===== config.mk =====
export PLATFORM = sky130hd
export DESIGN_NAME = regs_wr_arb_flat
export DESIGN_NICKNAME = d
export VERILOG_FILES = /design/src/rtl/regs_wr_arb_pkg.sv /design/src/rtl/regs_wr_arb_if.sv /design/src/rtl/regs_wr_arb_rr_arb2.sv /design/src/rtl/regs_wr_arb.sv /design/src/flat_wrapper.sv
export SDC_FILE = /design/constraint.sdc
export NUM_CORES = 1
export LEC_CHECK = 0
export ABC_CLOCK_PERIOD_IN_PS = 4200
export CORE_MARGIN = 2
export CORE_UTILIZATION = 35
export DETAILED_ROUTE_END_ITERATION = 10
export PLACE_DENSITY = 0.76
export SLEW_MARGIN = 20
export SYNTH_ARGS = -nofsm -noshare
export SYNTH_HDL_FRONTEND = slang
export SYNTH_SLANG_ARGS = --single-unit

===== constraint.sdc =====
create_clock -name clk -period 4.2 [get_ports clk]
set_clock_uncertainty 0.1 [all_clocks]
set_input_delay 0.63 -clock clk [delete_from_list [all_inputs] [get_ports clk]]
set_output_delay 0.63 -clock clk [all_outputs]
set_load 0.05 [all_outputs]

===== src/rtl/regs_wr_arb_pkg.sv =====
// Shared definitions for the register-file write-port arbiter.
package regs_wr_arb_pkg;

   typedef logic [4:0]  RegAddrBus;
   typedef logic [31:0] RegBus;

   localparam RegBus ZeroWord = 32'h0000_0000;

   // Identity of whoever owns the write port in a given cycle
   typedef enum logic [1:0] {
      REQ_WB   = 2'd0,
      REQ_LSU  = 2'd1,
      REQ_DBG  = 2'd2,
      REQ_NONE = 2'd3
   } req_id_e;

   localparam int STARVE_MAX_DEF = 8;

endpackage


===== src/rtl/regs_wr_arb_if.sv =====
// Bundle of writer requests, handshake readies and the regs write port.
interface regs_wr_arb_if #(
   parameter int DATA_W = 32,
   parameter int ADDR_W = 5
);
   logic              wb_we;
   logic [ADDR_W-1:0] wb_waddr;
   logic [DATA_W-1:0] wb_wdata;

   logic              lsu_valid;
   logic              lsu_ready;
   logic [ADDR_W-1:0] lsu_waddr;
   logic [DATA_W-1:0] lsu_wdata;

   logic              dbg_valid;
   logic              dbg_ready;
   logic [ADDR_W-1:0] dbg_waddr;
   logic [DATA_W-1:0] dbg_wdata;

   logic              regs_we;
   logic [ADDR_W-1:0] regs_waddr;
   logic [DATA_W-1:0] regs_wdata;
   logic              stall_req;

   // Writers side: raises requests, sees readies and the resulting port
   modport master (
      output wb_we, wb_waddr, wb_wdata,
      output lsu_valid, lsu_waddr, lsu_wdata,
      output dbg_valid, dbg_waddr, dbg_wdata,
      input  lsu_ready, dbg_ready,
      input  regs_we, regs_waddr, regs_wdata, stall_req
   );

   // Arbiter side
   modport slave (
      input  wb_we, wb_waddr, wb_wdata,
      input  lsu_valid, lsu_waddr, lsu_wdata,
      input  dbg_valid, dbg_waddr, dbg_wdata,
      output lsu_ready, dbg_ready,
      output regs_we, regs_waddr, regs_wdata, stall_req
   );

endinterface


===== src/rtl/regs_wr_arb_rr_arb2.sv =====
// Two-way round-robin arbiter; on a tie the requester not granted last wins.
module rr_arb2 #(
   parameter logic LAST_INIT = 1'b1
) (
   input  logic       clk,
   input  logic       rst,
   input  logic       en,
   input  logic [1:0] req,
   output logic [1:0] gnt
);

   logic last;

   // Grant selection; a lone requester always wins, a tie goes against last
   always_comb begin
      gnt = 2'b00;
      if (en) begin
         case (req)
            2'b01:   gnt = 2'b01;
            2'b10:   gnt = 2'b10;
            2'b11:   gnt = last ? 2'b01 : 2'b10;
            default: gnt = 2'b00;
         endcase
      end
   end

   // Remember which side won the most recent handshake
   always_ff @(posedge clk or negedge rst) begin
      if (!rst) begin
         last <= LAST_INIT;
      end else if (|gnt) begin
         last <= gnt[1];
      end
   end

endmodule


===== src/rtl/regs_wr_arb.sv =====
// Register-file write-port arbiter: WB has absolute priority, LSU and DBG
// share the leftover cycles round-robin, and a starvation counter asks the
// pipeline to pause WB when an LSU/DBG request has waited too long.
module regs_wr_arb
   import regs_wr_arb_pkg::*;
#(
   parameter int DATA_W     = 32,
   parameter int ADDR_W     = 5,
   parameter int STARVE_MAX = STARVE_MAX_DEF
) (
   input logic         clk,
   input logic         rst,
   regs_wr_arb_if.slave bus
);

   localparam logic [7:0] STARVE_LIM = 8'(STARVE_MAX);

   logic              wb_active;
   logic [1:0]        gnt;
   logic              lsu_hs;
   logic              dbg_hs;
   req_id_e           winner;
   logic [7:0]        starve_cnt;
   logic [7:0]        starve_nxt;
   logic              regs_we_q;
   logic [ADDR_W-1:0] regs_waddr_q;
   logic [DATA_W-1:0] regs_wdata_q;
   logic              stall_q;

   assign wb_active = bus.wb_we && (bus.wb_waddr != '0);

   rr_arb2 #(
      .LAST_INIT (1'b1)
   ) u_rr (
      .clk (clk),
      .rst (rst),
      .en  (rst && !wb_active),
      .req ({bus.dbg_valid, bus.lsu_valid}),
      .gnt (gnt)
   );

   assign bus.lsu_ready = gnt[0];
   assign bus.dbg_ready = gnt[1];
   assign lsu_hs        = bus.lsu_valid && gnt[0];
   assign dbg_hs        = bus.dbg_valid && gnt[1];

   assign bus.regs_we    = regs_we_q;
   assign bus.regs_waddr = regs_waddr_q;
   assign bus.regs_wdata = regs_wdata_q;
   assign bus.stall_req  = stall_q;

   // Who owns the port this cycle
   always_comb begin
      winner = REQ_NONE;
      if (wb_active) begin
         winner = REQ_WB;
      end else if (lsu_hs) begin
         winner = REQ_LSU;
      end else if (dbg_hs) begin
         winner = REQ_DBG;
      end
   end

   // Starvation count: grows while WB blocks a pending request, saturating
   always_comb begin
      starve_nxt = starve_cnt;
      if (lsu_hs || dbg_hs || !(bus.lsu_valid || bus.dbg_valid)) begin
         starve_nxt = 8'd0;
      end else if (wb_active && (starve_cnt != STARVE_LIM)) begin
         starve_nxt = starve_cnt + 8'd1;
      end
   end

   // Registered write port; x0 targets are accepted but never written
   always_ff @(posedge clk or negedge rst) begin
      if (!rst) begin
         regs_we_q    <= 1'b0;
         regs_waddr_q <= '0;
         regs_wdata_q <= '0;
      end else begin
         case (winner)
            REQ_WB: begin
               regs_we_q    <= 1'b1;
               regs_waddr_q <= bus.wb_waddr;
               regs_wdata_q <= bus.wb_wdata;
            end
            REQ_LSU: begin
               regs_we_q <= (bus.lsu_waddr != '0);
               if (bus.lsu_waddr != '0) begin
                  regs_waddr_q <= bus.lsu_waddr;
                  regs_wdata_q <= bus.lsu_wdata;
               end
            end
            REQ_DBG: begin
               regs_we_q <= (bus.dbg_waddr != '0);
               if (bus.dbg_waddr != '0) begin
                  regs_waddr_q <= bus.dbg_waddr;
                  regs_wdata_q <= bus.dbg_wdata;
               end
            end
            default: regs_we_q <= 1'b0;
         endcase
      end
   end

   // Starvation counter and the stall request it drives
   always_ff @(posedge clk or negedge rst) begin
      if (!rst) begin
         starve_cnt <= 8'd0;
         stall_q    <= 1'b0;
      end else begin
         starve_cnt <= starve_nxt;
         stall_q    <= (starve_nxt == STARVE_LIM);
      end
   end

endmodule


===== src/flat_wrapper.sv =====
// flat-port wrapper written by rule: the top's interface ports become plain ports
module regs_wr_arb_flat import regs_wr_arb_pkg::*;
#(
   parameter int DATA_W     = 32,
   parameter int ADDR_W     = 5,
   parameter int STARVE_MAX = STARVE_MAX_DEF
)
  (clk, rst, bus_wb_we, bus_wb_waddr, bus_wb_wdata, bus_lsu_valid, bus_lsu_waddr, bus_lsu_wdata, bus_dbg_valid, bus_dbg_waddr, bus_dbg_wdata, bus_lsu_ready, bus_dbg_ready, bus_regs_we, bus_regs_waddr, bus_regs_wdata, bus_stall_req);
  regs_wr_arb_if #(.DATA_W(DATA_W), .ADDR_W(ADDR_W)) bus_i ();
  input logic clk;
  input logic rst;
  input wire logic [$bits(bus_i.wb_we)-1:0] bus_wb_we;
  input wire logic [$bits(bus_i.wb_waddr)-1:0] bus_wb_waddr;
  input wire logic [$bits(bus_i.wb_wdata)-1:0] bus_wb_wdata;
  input wire logic [$bits(bus_i.lsu_valid)-1:0] bus_lsu_valid;
  input wire logic [$bits(bus_i.lsu_waddr)-1:0] bus_lsu_waddr;
  input wire logic [$bits(bus_i.lsu_wdata)-1:0] bus_lsu_wdata;
  input wire logic [$bits(bus_i.dbg_valid)-1:0] bus_dbg_valid;
  input wire logic [$bits(bus_i.dbg_waddr)-1:0] bus_dbg_waddr;
  input wire logic [$bits(bus_i.dbg_wdata)-1:0] bus_dbg_wdata;
  output wire logic [$bits(bus_i.lsu_ready)-1:0] bus_lsu_ready;
  output wire logic [$bits(bus_i.dbg_ready)-1:0] bus_dbg_ready;
  output wire logic [$bits(bus_i.regs_we)-1:0] bus_regs_we;
  output wire logic [$bits(bus_i.regs_waddr)-1:0] bus_regs_waddr;
  output wire logic [$bits(bus_i.regs_wdata)-1:0] bus_regs_wdata;
  output wire logic [$bits(bus_i.stall_req)-1:0] bus_stall_req;
  assign bus_i.wb_we = bus_wb_we;
  assign bus_i.wb_waddr = bus_wb_waddr;
  assign bus_i.wb_wdata = bus_wb_wdata;
  assign bus_i.lsu_valid = bus_lsu_valid;
  assign bus_i.lsu_waddr = bus_lsu_waddr;
  assign bus_i.lsu_wdata = bus_lsu_wdata;
  assign bus_i.dbg_valid = bus_dbg_valid;
  assign bus_i.dbg_waddr = bus_dbg_waddr;
  assign bus_i.dbg_wdata = bus_dbg_wdata;
  assign bus_lsu_ready = bus_i.lsu_ready;
  assign bus_dbg_ready = bus_i.dbg_ready;
  assign bus_regs_we = bus_i.regs_we;
  assign bus_regs_waddr = bus_i.regs_waddr;
  assign bus_regs_wdata = bus_i.regs_wdata;
  assign bus_stall_req = bus_i.stall_req;
  regs_wr_arb #(.DATA_W(DATA_W), .ADDR_W(ADDR_W), .STARVE_MAX(STARVE_MAX)) u_core (.clk(clk), .rst(rst), .bus(bus_i));
endmodule

== Yosys cells after proc, flatten, opt, wreduce, memory -nomap -nowiden ==
Index checks and enable logic that the tools add are counted.

* Register bits: 48
* Input port bits: 116
* Output and inout bits: 41
* Logic and storage cells: 48

* Add/subtract/negate cells: 1
* Eq/ne operators: 9
* Muxes and demuxes: 15
* Reduce and logical (&&, ||, !) cells: 17

{| class="wikitable"
|+ Operators with widths
! operator !! number
|-
| $pmux 32 s3 || 1
|-
| $mux 32 || 2
|-
| $mux 8 || 2
|-
| $pmux 5 s3 || 1
|-
| $reduce_bool 5->1 || 3
|-
| $mux 5 || 2
|-
| $add 8x1->8 const B || 1
|-
| $eq 8x4->1 const B || 1
|-
| $mux 2 || 4
|-
| $ne 8x4->1 const B || 1
|-
| $eq 2x2->1 const B || 3
|-
| $pmux 2 s3 || 1
|-
| $logic_and 1x1->1 || 5
|-
| $eq 2x1->1 const B || 2
|-
| $ne 2x1->1 const B || 2
|-
| $logic_or 1x1->1 || 3
|-
| $pmux 1 s3 || 1
|-
| $reduce_and 3->1 || 1
|-
| $reduce_bool 3->1 || 1
|-
| $logic_not 1->1 || 2
|-
| $logic_not 2->1 || 1
|-
| $reduce_or 2->1 || 1
|-
| $mux 1 || 1
|}

== Longest topological paths before layout ==
Gate-level depths: netlist (run 1).

* Depth in word-level cells: 12
* Mapped depth: 7
* Mapped depth without buffers: 7

== Cells and area by module ==
Synthesis (run 1) repeated with hierarchy kept, for this count alone.

* Cell total of the unflattened synthesis: 261
* Area total of the unflattened synthesis: 2817.7 sq um

{| class="wikitable"
|+ Modules (own cells, without submodules)
! module !! times used !! cells each !! area an instance (sq um) !! sequential area each (sq um)
|-
| regs_wr_arb || 1 || 253 || 2755.1 || 1176.1
|-
| rr_arb2 || 1 || 8 || 62.6 || 26.3
|}

== Worst setup path after synthesis (run 1) ==
Ideal clock, no wire load.

* Path type: input port to output port
* Start: in bus_wb_waddr[2]
* End: out bus_lsu_ready
* Arrival time: 2.194 ns
* Data required time: 3.470 ns
* Setup slack: 1.276 ns
* Stages on the path: 6
* Buffers on the path: 2
* Cell sequence: nor4_2 a21bo_1 buf_4 nand2_1 clkbuf_1 nor2_1

* Cells in the longest elaborated chain, start to end: 5

{| class="wikitable"
|+ RTL lines
! what !! RTL line !! RTL
|-
| start: declaration || flat_wrapper.sv:13 || <nowiki>input wire logic [$bits(bus_i.wb_waddr)-1:0] bus_wb_waddr;</nowiki>
|-
| $reduce_bool 5->1 || regs_wr_arb.sv:30 || <nowiki>assign wb_active = bus.wb_we && (bus.wb_waddr != '0);</nowiki>
|-
| $logic_and 1x1->1 || regs_wr_arb.sv:30 ||
|-
| $logic_not 1->1 || regs_wr_arb.sv:37 || <nowiki>.en (rst && !wb_active),</nowiki>
|-
| $logic_and 1x1->1 || regs_wr_arb.sv:37 ||
|-
| $mux 2 || regs_wr_arb_rr_arb2.sv:17 || <nowiki>if (en) begin</nowiki>
|-
| end: declaration || flat_wrapper.sv:21 || <nowiki>output wire logic [$bits(bus_i.lsu_ready)-1:0] bus_lsu_ready;</nowiki>
|}

Every way passes these cells.

== Worst setup path after layout (run 1) ==
* Start: in bus_wb_waddr[2]
* End: out bus_dbg_ready

* Cells in the longest elaborated chain, start to end: 5

{| class="wikitable"
|+ RTL lines
! what !! RTL line !! RTL
|-
| $reduce_bool 5->1 || regs_wr_arb.sv:30 ||
|-
| $logic_and 1x1->1 || regs_wr_arb.sv:30 ||
|-
| $logic_not 1->1 || regs_wr_arb.sv:37 ||
|-
| $logic_and 1x1->1 || regs_wr_arb.sv:37 ||
|-
| $mux 2 || regs_wr_arb_rr_arb2.sv:17 ||
|-
| end: declaration || flat_wrapper.sv:22 || <nowiki>output wire logic [$bits(bus_i.dbg_ready)-1:0] bus_dbg_ready;</nowiki>
|}

Every way passes these cells.

==> results of run 1 <==
## final timing paths
| kind | endpoint | slack, ns |
|---|---|---|
| max | bus_dbg_ready | 0.61 |
| min | u_core.starve_cnt[7] | 0.37 |
| max reg2reg | u_core.bus.regs_wdata[16] | 1.88 |
| min reg2reg | u_core.bus.regs_wdata[23] | 0.39 |
| max in group asynchronous | u_core.starve_cnt[0] | 3.17 |
| min in group clk | u_core.bus.regs_wdata[23] | 0.39 |
## registers in the layout, indices dropped and copies added, names as in the netlist
signal and count:
u_core.bus.regs_waddr 5, u_core.bus.regs_wdata 32, u_core.u_rr.last 1, u_core.starve_cnt 8
u_core.bus.stall_req 1, u_core.bus.regs_we 1
## cell usage in the layout, fill, tap and decap left out, types with 2 or more instances in the layout
cell	count
clkdlybuf4s50_1	154
dfrtp_1	47
a22oi_1	37
o2bb2ai_1	37
mux2_1	19
mux2_2	18
nor2_1	10
nand2_1	6
inv_1	5
clkbuf_8	5
buf_4	5
nand3_1	4
a21oi_1	4
xnor2_1	4
nor3_1	3
o21ai_0	3
and3_1	3
or4_1	3
nor4_2	2
a31oi_1	2
nand4_1	2
or3_1	2
o21ai_1	2
ha_1	2
buf_12	2
## synth_stat cells (3+ instances only)
cell and n:
a21oi_1 4, a22oi_1 37, and3_1 3, buf_2 5
clkbuf_1 10, dfrtp_1 47, inv_1 5, mux2_1 19
mux2_2 18, nand2_1 6, nand3_1 4, nor2_1 10
nor3_1 3, o21ai_0 3, o2bb2ai_1 37, or4_1 3
xnor2_1 4
## kinds of logic after synthesis
group | after synthesis | share of synthesized area [%]
multiplexers | 38 | 15.1
AND/OR/NAND/NOR | 42 | 9.00
XOR/XNOR | 5 | 1.55
buffers and inverters | 26 | 4.88
adder cells (fa/ha/maj) | 2 | 0.887
flip-flops | 48 | 42.6
AO/OA/AOI/OAI | 94 | 25.9
## metal layers
metal  up-vias  global-route usage (%)  part of all wire [%]
met5         -                       0                     0
met4         0                    4.83                   1.7
met3        12                    4.41                   8.1
met2       102                    30.9                    49
met1      1276                    22.3                    41
li1       1297                       -                     -
## layout make-up
type / instances / share of cell area, %
timing repair buffer: 162 / 35.5
multi-input combinational: 181 / 32.8
clock buffer: 6 / 1.58
inverter: 5 / 0.410
tap: 102 / 2.79
clock inverter: 2 / 0.765
sequential: 48 / 26.2
## critical path: cells and delay by family
family	cells	cell delay (ns)
simple gates	2	0.63
buf+inv	2	1.24
compound gates	1	0.35
## power groups by stage
| stage | Combinational [uW] | Clock [uW] | Sequential (uW) |
|---|---|---|---|
| 6_report | 650 | 323 | 556 |
| 5_1_grt | 686 | 358 | 563 |
| 4_1_cts | 657 | 338 | 556 |
| 3_5_place_dp | 656 | 0 | 565 |
| 3_3_place_gp | 648 | 0 | 563 |
| 2_1_floorplan | 178 | 0 | 758 |
## through the flow
step / instance area [um2] / instances / power [uW] / util (%)
2_1_floorplan: 2820 / 255 / 936 / -
3_3_place_gp: 4470 / 498 / 1210 / 57.6
3_5_place_dp: 4470 / 498 / 1220 / 57.6
4_1_cts: 4580 / 506 / 1550 / 59.0
5_1_grt: 4580 / 506 / 1610 / 59.0
6_report: 4580 / 506 / 1530 / 59.0
==> results.yml, run 1 <==
worst_setup_path:
  crit_path_frequent_cell: "clkdlybuf4s50_1"
  cp.required_ns: 3.47
  rr_startpoint: "u_core.u_rr.last"
  crit_slowest_cell: "clkdlybuf4s50_1"
  critPathArrivalTime_ns: 2.86
  cp_slowest_stage_delay_ns: 0.80
  crit_type: "in2out"
  worstRegToRegCells: 7
  crit_start: "bus_wb_waddr[2]"
  start_kind: "input pin"
  worstPathMaxFanout: 9
  worstPathCellList: "clkdlybuf4s50_1 > nor4_2 > a21bo_1 > and3_1 > clkdlybuf4s50_1"
  worst_setup_path_end_kind: "output pin"
synth:
  synth_cell_types: 46
  synthesis.area_mm2: 0.00282
  synth-async-reset-ratio_pct: 100
  avgSynthCellArea_um2: 11.1
  synth_area_leader_cell: "dfrtp_1"
  syn_inst: 255
  synth_top_cell_area_share_pct: 41.7
  ys_ff_latch: 48
  ys_top_cells_by_area: "dfrtp_1, o2bb2ai_1, a22oi_1"
  synthFlopType: "dfrtp_1"
  ys_warn_count: 0
  seq_area_frac_synth_pct: 42.6
  synth-edff-count: 0
  syn_nets: 373
timing:
  maxSlewHeadroom_pct: 44.6
  hold_slack_ns: 0.371
  setup-tns-final_ns: 0
  setup_violations: 0
  min_period_ns: 3.59
  fmax_ghz: 0.279
  min_period_over_period_pct: 85.4
  slew_violations: 0
  worst_slew_pin_slew_ns: 0.822
  setup_ws_ns: 0.614
  grt_setup_unrepaired: "no"
  hold_violations: 0
outcome:
  outcome: "finished, final reports clean"
floorplan:
  start_util_pct: 36.3
  dieHeight_um: 93.8
  top_level_ports: 157
  core_mm2: 0.00777
  rows: 32
  die_width_um: 93.8
  die_area_mm2: 0.00880
clocking:
  cts_setup_buffers: 0
  cts_buffers: 5
  clock_latency_ns: 0.29
  clkSlewWorstSetupHoldPaths_ns: 0.09
  ctsResizeCount: 0
  cts_tree: "built"
  cts.sinks: 48
  clock_path_buffers: 2
  cts_hold_buf: 0
  root_buffer: "clkbuf_8"
  htreeDepth: 2
route:
  postRouteAntennaNets: 0
  drtIter0Drc: 73
  drt_pass1_iterations: 4
  route.vias.total: 2687
  viasPerCell: 5.31
  routed_wirelength_um: 8200
  wl_per_cell_um: 16.2
  drc_errors: 0
cells_and_area:
  area_delta_synth_final_pct: 62.4
  diodes: 0
  drive_gt1_share_pct: 9.90
  fillers: 692
  num-nets-final: 521
  multi_input_area_mm2: 0.00150
  area.sequential_mm2: 0.00120
pwr:
  p_sw_share_pct: 35.4
  p_comb_share_pct: 42.5
  p_switching_uw: 542
  intPower_uw: 988
  p_per_area_mw_per_mm2: 334
  clockPowerShare_pct: 21.1
  vdd_drop_max_mv: 0.172
  power_leakage_uw: 0.00180
  seqPwrFrac_pct: 36.3
grt:
  grt_max_degree: 53
  antenna_found_initial: 0
  grt_pass1_vias: 2545
  overflow: 0
  grt_pass1_wl_um: 12500
  grt_use_total_pct: 17.9
place:
  port_buffers: 156
  gp_congestion: 0.819
  place_ws_ns: 0.596
  dp_hpwl_um: 6360
hold_path:
  hold_class: "in2async"
job:
  cap_violations: 0
(Power assumes the default switching activity.)
==> inputs of run 2 (changes only) <==
--- a/config.mk
+++ b/config.mk
@@ -6,10 +6,10 @@
 export NUM_CORES = 1
 export LEC_CHECK = 0
 export ABC_CLOCK_PERIOD_IN_PS = 4200
-export CORE_MARGIN = 2
 export CORE_UTILIZATION = 35
 export DETAILED_ROUTE_END_ITERATION = 10
-export PLACE_DENSITY = 0.76
+export DONT_BUFFER_PORTS = 1
+export PLACE_DENSITY = 0.51
 export SLEW_MARGIN = 20
 export SYNTH_ARGS = -nofsm -noshare
 export SYNTH_HDL_FRONTEND = slang
==> results.yml, run 2 (synthesis results as in run 1) <==
grt:
  overflow: 0
  grt_use_total_pct: 16.5
  grt_pass1_vias: 2038
  grt_pass1_wl_um: 10700
  antenna_found_initial: 0
  grt_max_degree: 48
place:
  gp_congestion: 0.776
  dp_hpwl_um: 4850
  place_ws_ns: 1.37
  port_buffers: 0
  dpl.cell_count: 341
worst_setup_path:
  worstPathCellList: "nor4_2 > a21bo_1 > and3_1"
  crit_slowest_cell: "and3_1"
  worstPathMaxFanout: 9
  crit_type: "in2out"
  cp.required_ns: 3.47
  critPathArrivalTime_ns: 1.98
  rr_startpoint: "u_core.u_rr.last"
  crit_start: "bus_wb_waddr[2]"
  cp_slowest_stage_delay_ns: 0.57
  start_kind: "input pin"
  rrSetupSlack_ns: 1.84
  worst_setup_path_end_kind: "output pin"
cells_and_area:
  area.sequential_mm2: 0.00120
  final_cells: 350
  num-nets-final: 365
  area_delta_synth_final_pct: 7.54
  largest_register_ffs: 32
  layout_commonest_cell: "dfrtp_1"
  final_core_util_pct: 39.1
  fillers: 788
  drive_gt1_share_pct: 15.3
  multi_input_area_mm2: 0.00150
  most-common-layout-cells: "dfrtp_1, a22oi_1, o2bb2ai_1"
  diodes: 0
clocking:
  ctsResizeCount: 0
  cts_hold_buf: 1
  cts.sinks: 48
  clock_path_buffers: 2
  cts_tree: "built"
  root_buffer: "clkbuf_8"
  cts_buffers: 5
  clock_latency_ns: 0.31
  clkSlewWorstSetupHoldPaths_ns: 0.10
  htreeDepth: 2
  cts_setup_buffers: 0
timing:
  worst_slew_pin_slew_ns: 0.891
  setup_violations: 0
  fmax_ghz: 0.369
  setup_ws_ns: 1.49
  grt_setup_unrepaired: "no"
  min_period_over_period_pct: 64.4
  maxSlewHeadroom_pct: 40.0
  min_period_ns: 2.71
  hold_violations: 0
  slew_violations: 0
  setup-tns-final_ns: 0
pwr:
  p_sw_share_pct: 39.2
  clockPowerShare_pct: 25.5
  power_leakage_uw: 0.00120
  seqPwrFrac_pct: 58.0
  p_per_area_mw_per_mm2: 435
  vdd_drop_max_mv: 0.176
  p_comb_share_pct: 16.6
  intPower_uw: 802
  p_switching_uw: 518
floorplan:
  start_util_pct: 36.3
  rows: 32
  core_mm2: 0.00777
  top_level_ports: 157
  dieHeight_um: 91.8
  die_area_mm2: 0.00842
  die_width_um: 91.8
route:
  wl_per_cell_um: 20.1
  drt_pass1_iterations: 4
  postRouteAntennaNets: 0
  drc_errors: 0
  drtIter0Drc: 87
  route.vias.total: 2142
  viasPerCell: 6.12
  routed_wirelength_um: 7040
job:
  cap_violations: 0
hold_path:
  hold_class: "in2async"
outcome:
  outcome: "finished, final reports clean"
-- run 2: cell count changes in the layout (fill, tap and decap cells not counted), sizes merged --
| cell | before | now |
|---|---|---|
| clkdlybuf4s50 | 154 | 0 |
| buf | 8 | 6 |
-- run 2: metal layers --
layer,wire [um],GRT usage (%)
met4,83,4.82
met2,3370,27.8
met5,0,0
met3,638,4.81
met1,2940,20.6
-- run 2: worst paths after layout --
path / to / depth (start not counted)
worst max-delay path: bus_dbg_ready / 3
max in group asynchronous: u_core.bus.regs_wdata[1] / 1
min in group clk: u_core.starve_cnt[6] / 2
worst max register to register: u_core.bus.regs_wdata[22] / 5
worst min register to register: u_core.u_rr.last / 1
worst min-delay path: u_core.u_rr.last / 0
-- run 2: cell type report --
cell class	instances	share of cell area [%]
Multi-Input combinational cell	181	49.4
Sequential cell	48	39.6
Tap cell	102	4.21
Timing Repair Buffer	6	2.56
Clock buffer	6	2.39
Clock inverter	2	1.15
Inverter	5	0.619
-- run 2: worst max-delay path, delay by kind of cell --
family	cells	cell delay [ns]
AOI/OAI and AO/OA	1	0.38
and+or+nand+nor	2	0.96
-- run 2: per-stage QoR --
step | power, uW | instance area [um2] | hold WS (ns)
5_1_grt | 1380 | 3030 | 0.0350
6_report | 1320 | 3030 | 0.0527
4_1_cts | 1340 | 3030 | 0.0472
3_5_place_dp | 986 | 2900 | 0.237
3_3_place_gp | 982 | 2900 | 0.237
2_1_floorplan | 936 | 2820 | 0.234
-- run 2: power by group through the flow --
stage	registers [uW]	clock network (uW)	logic, uW
3_3_place_gp	777	0	205
2_1_floorplan	758	0	178
6_report	765	336	219
5_1_grt	774	367	244
3_5_place_dp	776	0	210
4_1_cts	766	348	222
==> inputs of run 3 (changes only) <==
--- a/config.mk
+++ b/config.mk
@@ -5,11 +5,11 @@
 export SDC_FILE = /design/constraint.sdc
 export NUM_CORES = 1
 export LEC_CHECK = 0
-export ABC_CLOCK_PERIOD_IN_PS = 4200
+export ABC_CLOCK_PERIOD_IN_PS = 2300
 export CORE_UTILIZATION = 35
 export DETAILED_ROUTE_END_ITERATION = 10
 export DONT_BUFFER_PORTS = 1
-export PLACE_DENSITY = 0.51
+export PLACE_DENSITY = 0.53
 export SLEW_MARGIN = 20
 export SYNTH_ARGS = -nofsm -noshare
 export SYNTH_HDL_FRONTEND = slang
==> constraint.sdc (replaced) <==
create_clock -name clk -period 2.3 [get_ports clk]
set_clock_uncertainty 0.1 [all_clocks]
set_input_delay 0.345 -clock clk [delete_from_list [all_inputs] [get_ports clk]]
set_output_delay 0.345 -clock clk [all_outputs]
set_load 0.05 [all_outputs]
==> results.yml, run 3 (synthesis results as in run 1) <==
clocking:
  clock_latency_ns: 0.30
  ctsResizeCount: 0
  root_buffer: "clkbuf_8"
  cts_buffers: 5
  clock_path_buffers: 2
  cts_tree: "built"
  clkSlewWorstSetupHoldPaths_ns: 0.09
  htreeDepth: 2
  cts.sinks: 48
worst_setup_path:
  worstPathMaxFanout: 14
  start_kind: "flop"
  cp.required_ns: 1.86
  crit_type: "reg2out"
  worst_setup_path_end_kind: "output pin"
  critPathArrivalTime_ns: 1.75
cells_and_area:
  diodes: 0
  layout_commonest_cell: "dfrtp_1"
  area.sequential_mm2: 0.00120
  most-common-layout-cells: "dfrtp_1, a22oi_1, o2bb2ai_1"
  area_delta_synth_final_pct: 10.2
  largest_register_ffs: 32
  drive_gt1_share_pct: 18.9
  final_cells: 361
  multi_input_area_mm2: 0.00150
  num-nets-final: 376
  final_core_util_pct: 40.0
  fillers: 787
route:
  route.vias.total: 2195
  routed_wirelength_um: 7410
  postRouteAntennaNets: 0
  viasPerCell: 6.08
  drt_pass1_iterations: 4
  drtIter0Drc: 71
  wl_per_cell_um: 20.5
  drc_errors: 0
floorplan:
  core_mm2: 0.00777
  rows: 32
  dieHeight_um: 91.8
  top_level_ports: 157
  start_util_pct: 36.3
  die_area_mm2: 0.00842
  die_width_um: 91.8
grt:
  grt_pass1_wl_um: 11300
  grt_use_total_pct: 17.4
  grt_pass1_vias: 2146
  grt_max_degree: 49
  antenna_found_initial: 0
  overflow: 0
place:
  dpl.cell_count: 351
  port_buffers: 0
  gp_congestion: 0.813
  dp_hpwl_um: 5510
timing:
  setup_violations: 0
  min_period_ns: 2.20
  fmax_ghz: 0.455
  hold_slack_ns: 0.0989
  setup-tns-final_ns: 0
  worst_slew_pin_slew_ns: 0.694
  slew_violations: 0
  maxSlewHeadroom_pct: 53.2
  min_period_over_period_pct: 95.5
  grt_setup_unrepaired: "no"
  hold_violations: 0
outcome:
  outcome: "finished, final reports clean"
hold_path:
  hold_class: "in2reg"
job:
  cap_violations: 0
pwr:
  p_per_area_mw_per_mm2: 756
  vdd_drop_max_mv: 0.292
  power_leakage_uw: 0.00124
-- run 3: worst paths after layout --
path	from	endpoint	slack (ns)	cells after the start
hold / removal	bus_lsu_valid	u_core.starve_cnt[6]	0.1	2
max in group asynchronous	rst	u_core.u_rr.last	1.40	2
min in group asynchronous	rst	u_core.starve_cnt[0]	0.44	2
setup / recovery	u_core.u_rr.last	bus_dbg_ready	0.10	4
hold reg to reg	u_core.u_rr.last	u_core.u_rr.last	0.45	1
setup reg to reg	u_core.u_rr.last	u_core.bus.regs_wdata[10]	0.30	5
-- run 3: per-layer routing --
metal	share of wire, %	vias up	track usage [%]
met1	42	1047	22.5
met5	0	-	0
li1	-	1008	-
met4	0.88	0	3.91
met2	46	135	28.9
met3	11	5	4.81
-- run 3: timing repair --
item / 4_1_cts / 5_1_grt
hold buffers: 2 / 0
setup buffers: 0 / 0
endpoints found under the setup margin: 0 / 0
hold endpoints to repair: 48 / 0
-- run 3: worst max-delay path, cell delays in order (launching register included) --
cell and delay [ns]:
dfstp_2 0.40, a21boi_4 0.39, buf_4 0.28, and3_1 0.17, buf_4 0.20
-- run 3: layout make-up --
type,count,area share [%]
tap,102,4.11
timing repair buffer,17,5.23
clock inverter,1,0.242
multi-input combinational,181,48.3
sequential,48,38.7
inverter,5,0.604
clock buffer,7,2.78
-- run 3: report_power, final --
part | leakage [uW] | internal [uW] | switching (uW)
clock | 0.0000445 | 245 | 285
sequential | 0.000585 | 949 | 448
combinational | 0.000608 | 210 | 213
total | 0.00124 | 1400 | 945
-- run 3: metrics by stage --
step	area, um2	total power, uW	setup WS, ns
finish	3110	2350	0.103
global placement	2980	1810	0.167
floorplan	2820	1710	0.160
global route	3110	2470	0.000126
detailed placement	2980	1820	0.119
CTS	3110	2390	0.0946
